--- src/rtl/rf_dump_reader.sv ---
// rf_dump_reader
//   Debug read-out engine for the CPU register file. A start pulse walks an
//   inclusive address range on one register-file read port. Each word is
//   captured and streamed out over a valid/ready handshake, tagged with its
//   address. A running XOR checksum of the transferred words is kept.
//
// Ports
//   CLK, RST         clock (rising edge), asynchronous active-high reset
//   start, abort     begin a dump (sampled in IDLE) / cancel a dump in progress
//   first_addr,
//   last_addr        inclusive range, sampled with start; wraps at NUM_REGS-1
//   rf_addr, rf_data register-file read port (combinational read data)
//   out_valid/ready  output handshake
//   out_data/addr    captured word and its address
//   out_last         current word is the final word of the range
//   busy, done       busy in FETCH/PRESENT; one-cycle done after the last word
//   checksum         XOR of words transferred in the current/most recent dump
module rf_dump_reader #(
  parameter int ADDR_W   = 5,
  parameter int DATA_W   = 32,
  parameter int NUM_REGS = 32
) (
  input  logic              CLK,
  input  logic              RST,
  input  logic              start,
  input  logic              abort,
  input  logic [ADDR_W-1:0] first_addr,
  input  logic [ADDR_W-1:0] last_addr,
  output logic [ADDR_W-1:0] rf_addr,
  input  logic [DATA_W-1:0] rf_data,
  output logic              out_valid,
  input  logic              out_ready,
  output logic [DATA_W-1:0] out_data,
  output logic [ADDR_W-1:0] out_addr,
  output logic              out_last,
  output logic              busy,
  output logic              done,
  output logic [DATA_W-1:0] checksum
);

  typedef enum logic [1:0] {
    S_IDLE,
    S_FETCH,
    S_PRESENT,
    S_DONE
  } state_t;

  state_t              state_q,     state_d;
  logic [ADDR_W-1:0]   rf_addr_q,   rf_addr_d;
  logic [ADDR_W-1:0]   last_q,      last_d;
  logic [DATA_W-1:0]   out_data_q,  out_data_d;
  logic [ADDR_W-1:0]   out_addr_q,  out_addr_d;
  logic                out_last_q,  out_last_d;
  logic                out_valid_q, out_valid_d;
  logic [DATA_W-1:0]   checksum_q,  checksum_d;

  // The first address needs no separate latch: rf_addr is loaded with it at
  // start and then advances from there.
  always_comb begin
    state_d     = state_q;
    rf_addr_d   = rf_addr_q;
    last_d      = last_q;
    out_data_d  = out_data_q;
    out_addr_d  = out_addr_q;
    out_last_d  = out_last_q;
    out_valid_d = out_valid_q;
    checksum_d  = checksum_q;

    unique case (state_q)
      S_IDLE: begin
        if (start) begin
          last_d     = last_addr;
          rf_addr_d  = first_addr;
          checksum_d = '0;
          state_d    = S_FETCH;
        end
      end
      S_FETCH: begin
        if (abort) begin
          out_valid_d = 1'b0;
          out_last_d  = 1'b0;
          state_d     = S_IDLE;
        end else begin
          out_data_d  = rf_data;
          out_addr_d  = rf_addr_q;
          out_last_d  = (rf_addr_q == last_q);
          out_valid_d = 1'b1;
          state_d     = S_PRESENT;
        end
      end
      S_PRESENT: begin
        // abort takes priority over a same-cycle handshake
        if (abort) begin
          out_valid_d = 1'b0;
          out_last_d  = 1'b0;
          state_d     = S_IDLE;
        end else if (out_valid_q && out_ready) begin
          checksum_d  = checksum_q ^ out_data_q;
          out_valid_d = 1'b0;
          if (out_last_q) begin
            state_d = S_DONE;
          end else begin
            rf_addr_d = (rf_addr_q == ADDR_W'(NUM_REGS - 1)) ? '0
                                                              : rf_addr_q + 1'b1;
            state_d   = S_FETCH;
          end
        end
      end
      S_DONE: begin
        state_d = S_IDLE;
      end
      default: begin
        state_d = S_IDLE;
      end
    endcase
  end

  always_ff @(posedge CLK or posedge RST) begin
    if (RST) begin
      state_q     <= S_IDLE;
      rf_addr_q   <= '0;
      last_q      <= '0;
      out_data_q  <= '0;
      out_addr_q  <= '0;
      out_last_q  <= 1'b0;
      out_valid_q <= 1'b0;
      checksum_q  <= '0;
    end else begin
      state_q     <= state_d;
      rf_addr_q   <= rf_addr_d;
      last_q      <= last_d;
      out_data_q  <= out_data_d;
      out_addr_q  <= out_addr_d;
      out_last_q  <= out_last_d;
      out_valid_q <= out_valid_d;
      checksum_q  <= checksum_d;
    end
  end

  assign rf_addr   = rf_addr_q;
  assign out_data  = out_data_q;
  assign out_addr  = out_addr_q;
  assign out_last  = out_last_q;
  assign out_valid = out_valid_q;
  assign checksum  = checksum_q;
  assign busy      = (state_q == S_FETCH) || (state_q == S_PRESENT);
  assign done      = (state_q == S_DONE);

endmodule

--- config.mk ---
export PLATFORM = sky130hd
export DESIGN_NAME = rf_dump_reader
export DESIGN_NICKNAME = d
export VERILOG_FILES = /design/src/rtl/rf_dump_reader.sv
export SDC_FILE = /design/constraint.sdc
export NUM_CORES = 1
export LEC_CHECK = 0
export CORE_MARGIN = 2
export CORE_UTILIZATION = 40
export CTS_CLUSTER_SIZE = 28
export DETAILED_ROUTE_END_ITERATION = 6
export PLACE_DENSITY = 0.77
export SYNTH_ARGS = -nofsm -noshare
export SYNTH_HDL_FRONTEND = slang
export SYNTH_SLANG_ARGS = --single-unit
--- constraint.sdc ---
create_clock -name CLK -period 5.6 [get_ports CLK]
set_clock_uncertainty 0.2 [all_clocks]
set_input_delay 0.84 -clock CLK [delete_from_list [all_inputs] [get_ports CLK]]
set_output_delay 0.84 -clock CLK [all_outputs]
set_load 0.02 [all_outputs]
# == Word-level counts from Yosys, hierarchy flattened ==
# Cells that the tools add are included.
# classes
n_addsub,1
eq_ne,11
mux,23
bitwise,2
n_reduce_logical,12
# op_table
op,count
32-bit two-way mux,3
32-bit case mux with 2 select lines,1
32-bit XOR,1
5-bit two-way mux,5
2-bit two-way mux,5
"2-bit inequality test, second input constant",5
5-bit case mux with 2 select lines,1
2-bit AND reduction,5
2-bit case mux with 4 select lines,1
"5-bit by 1-bit adder with 5-bit output, second input constant",1
5-bit == test,1
"5-bit == test, second input constant",1
1-bit two-way mux,5
5-bit AND reduction,1
"2-bit == test, second input constant",2
1-bit case mux with 2 select lines,2
4-bit AND reduction,1
2-bit nonzero test,2
"3-bit inequality test, second input constant",1
"2-bit by 1-bit == test with 1-bit output, second input constant",1
2-bit zero test,1
1-bit logical AND,1
1-bit logical OR,1
1-bit NOT,1
# word_totals
regBits,83
out_inout_bits,78

# == Logic depth before layout (Yosys ltp) ==
# logic_depth
ltp_word,6
mapped_depth,8
mapped_depth_nobuf,7

# == Least setup slack after synthesis ==
# Ideal clock, no wire load.
# synth_path
path_kind,input to register
startpoint,in abort
endpoint,reg out_data_q[25] (netlist: out_data[25])
arrival_ns,1.714
required_ns,5.275
path_slack_ns,3.562
stages,4
path_buffers,2
path_cell_list,nor2b_1 -> buf_2 -> buf_2 -> mux2_2
# synth_between
elab_chain_cells,2
# synth_lines
element,line,text
"start, declared",26,"input logic abort,"
1-bit NOT (no source line),--,
2-bit AND reduction (no source line),--,
"end signal, assigned",132,out_data_q <= out_data_d;
"end, declared",51,"logic [DATA_W-1:0] out_data_q, out_data_d;"
# Every way passes these cells.
# A chain may end at the register's enable or synchronous reset.

# == Final worst setup path ==
# layout_path
startpoint,reg state_q[0]
endpoint,reg rf_addr_q[4] (netlist: rf_addr[4])
# layout_between
elab_chain_cells,3
elab_cells_between_ends,9
cone_classes,eq/ne: 5; mux: 1; reduce/logical: 3
# layout_lines
element,line,text
"start, declared",48,"state_t state_q, state_d;"
"start signal, assigned",129,state_q <= state_d;
2-bit == test / 2-bit zero test (equally long branches),69,unique case (state_q)
2-bit inequality test (no source line) / 2-bit nonzero test (equally long branches),--,
5-bit AND reduction (no source line),--,
"end signal, assigned",130,rf_addr_q <= rf_addr_d;
"end, declared",49,"logic [ADDR_W-1:0] rf_addr_q, rf_addr_d;"
# Several ways; a longest one is shown, not always the timed one.

==> implementation parameters <==
Parameter                              Value

Cells and area
  Non-Filler Instances    ~600
  Share of layout cells above drive strength 1    13.3%
  Final nets    roughly 520
  Synth-to-layout area growth    39.7%
  Antenna diode instance count    0

Global routing
  Antenna violations before repair    0
  Global-route usage over all layers    approximately 18%
  Total congestion overflow    0
  Maximum number of pins on one net before global-route repair    between 40 and 50
  Via count of the first global-routing pass    slightly above 3k
  Wire length of the first global-routing pass    ~15000 um

Yosys
  Adder-cell share of the synthesized area    1.97%
  Fraction of the yosys area taken by sequential cells    between 50% and 60%
  Post-synthesis sequential element count    83
  Compound-gate portion of the synthesized area    12.6%
  Syn_area_per_cell    ~11 um2
  Post-synth EDFFs    0
  Post-synth net total    402
  Total number of yosys warnings    0
  Cell type with the highest aggregate area in the netlist    dfrtp_1
  Cell Area, Synth    between 3000 and 4000 um2
  Most common flop cell mapped by yosys    dfrtp_1
  Fraction of post-synthesis cell area in the top cell type by area    between 50% and 60%
  List of most frequent post-synthesis cells    dfrtp_1, o21ai_0, mux2_2
  Area fraction in and, or, nand and nor cells after synthesis    between 10% and 20%
  Mux contribution to synthesized area    12.1%
  Async set or reset register ratio after synthesis    100%
  Number of library cell types mapped by synthesis    36
  Gate Count Post-Synth    about 350
  Dominant cell by count in the synthesized netlist    dfrtp_1
  Xor/xnor share of the synthesized area    1.15%
  Top cells by area in the synthesized netlist    dfrtp_1, mux2_2, o21ai_0, nand2b_1, nor2_1
  Largest family of logic cells by synthesized area    simple AND/OR/NAND/NOR gates

STA
  Hold violation count in the final report    0
  Final setup violation count    0
  Setup Total Neg Slack    0 ps
  FMAX    around 0.32 GHz
  Number of slew-limit violations in the final report    0
  Final critical-path share of the clock period    a little under three fifths
  Min Tclk post-route    between 3000 and 4000 ps
  Unrepaired setup endpoints after global routing    false
  Worst relative slew slack    between 10% and 20%
  Slew at the pin closest to its max-slew limit    ~1200 ps

Clock network
  Number of hold-repair buffers added at the cts stage    0
  Maximum clock path buffer count    2
  PostCTS Resize Cnt    0
  Root buffer selected by CTS    clkbuf_8
  Clock transition time at the flip-flop clock pins of the worst setup and hold paths    80 ps
  Post-CTS setup-driven buffer insertion count    0
  Clock network latency to the later pin of the worst-skew pair    ~340 ps
  Clock sink total    83
  Number of buffers created by CTS    9
  TritonCTS clock tree    yes
  Clock H-tree levels    3

Worst hold path
  Hold crit path type    reg2reg

Drt
  Routed length per instance    14.9 um
  Vias per Instance    between 5 and 6
  Iteration-0 DRC Markers    74
  DR vias    between 3k and 4k
  Number of antenna-violating nets in the routed design    0
  Remaining routing DRC violations    0
  WL final    roughly 9000 um
  First-pass DRT Iterations    4

Critical path
  Arrival time worst endpoint    approximately 3100 ps
  Biggest fanout along the worst timing path    33
  Critical path required time    5600 ps
  Element type at the critical path start    flip-flop
  FF-to-FF setup slack    2500 ps
  Critical path class    reg2reg
  Setup crit end kind    flip-flop

Placed design
  Inst Count DP    586
  Weighted congestion at the end of routability-driven global placement    approximately 0.88
  Final HPWL DP    approximately 6200 um
  Count of input and output buffers    about 120

Die
  Initial core utilization    roughly two fifths
  Die height    roughly 100 um
  Num ports    roughly 130
  Die outline area    between 10000 and 15000 um2
  Die width    around 100 um
  Area inside the core boundary    9240 um2
  Placement Rows    35

Status
  Outcome    complete, no violations

Pwr
  Maximum VDD drop    around 0.37 mV
  Power density over the cells    around 490 nW/um2
  Leakage dissipation    2.24 nW

Run
  Maximum capacitance violations    0
## through the flow
| stage | instance area [um2] | hold slack (ps) | total power [mW] | setup slack [ps] | utilization [%] |
|---|---|---|---|---|---|
| 2_1_floorplan | 3800 | 300 | 1.70 | 2420 | - |
| 3_3_place_gp | 5130 | 290 | 2.17 | 2230 | 55.5 |
| 3_5_place_dp | 5130 | 300 | 2.21 | 2180 | 55.5 |
| 4_1_cts | 5320 | 319 | 2.61 | 2500 | 57.5 |
| 5_1_grt | 5320 | 345 | 2.76 | 2230 | 57.5 |
| 6_report | 5320 | 315 | 2.58 | 2500 | 57.5 |
## layout make-up
type                    instances  area, um2
clock buffers                  10        138
fillers                       799       3930
multi-input cells             241       1610
well taps                     129        161
inverters                       8       31.3
repair buffers                125       1250
clock inverters                 6       47.5
flip-flops and latches         83       2080
## logic make-up after synthesis
logic type	after synthesis
and+or+nand+nor	99
AOI/OAI and AO/OA	90
DFF	83
muxes	41
buffers and inverters	25
adders and majority gates	6
xor gates and xnor gates	5
## where the power goes
part / internal [mW] / switching [mW]
Combinational: 0.597 / 0.598
Clock: 0.177 / 0.217
Sequential: 0.786 / 0.203
Total: 1.56 / 1.02
## layer usage
| layer | track usage (%) | wire [um] | vias up |
|---|---|---|---|
| li1 | - | - | 1445 |
| met1 | 22.4 | 3860 | 1499 |
| met2 | 30.4 | 4510 | 97 |
| met3 | 5.24 | 528 | 9 |
| met4 | 3.85 | 74 | 0 |
| met5 | 0 | 0 | - |
## placed cells by master, fill, tap and decap left out, types with 2 or more instances in the layout
master	n
clkbuf_8	10
clkinv_2	2
nor3_1	3
nand2b_1	34
ha_1	6
nand2_1	6
dfrtp_1	83
nor2_1	36
a21oi_1	7
or3_1	3
nor2b_1	3
a221o_1	2
nand3_1	2
o21ai_0	68
o21ai_1	7
nor2b_4	2
nor3b_1	2
clkdlybuf4s50_1	124
a211oi_1	2
mux2_2	41
inv_1	7
clkinv_4	2
or4_1	3
inv_6	2
xnor2_1	4
## registers in the layout (all words and copies together) (netlist names)
register	count
checksum	32
last_q	5
out_addr	5
out_data	32
out_last	1
out_valid	1
rf_addr	5
state_q	2
## worst paths after layout
path | from | to | cells past startpoint
worst max-delay path | state_q[0]$_DFFE_PP0P_ | rf_addr[4]$_DFFE_PP0P_ | 6
worst min-delay path | out_addr[4]$_DFFE_PP0P_ | out_addr[4]$_DFFE_PP0P_ | 1
worst max register to register | state_q[0]$_DFFE_PP0P_ | rf_addr[4]$_DFFE_PP0P_ | 6
worst min register to register | out_addr[4]$_DFFE_PP0P_ | out_addr[4]$_DFFE_PP0P_ | 1
max in group asynchronous | RST | checksum[23]$_DFFE_PP0P_ | 3
min in group asynchronous | RST | out_data[11]$_DFFE_PP0P_ | 2
## critical path, cell delays in order, from the launching register on
cell and delay, ps:
dfrtp_1 420, inv_1 90, ha_1 580, and4b_1 340
nand3_1 810, nor3_1 420, a211oi_1 90
(Power assumes the default switching activity.)
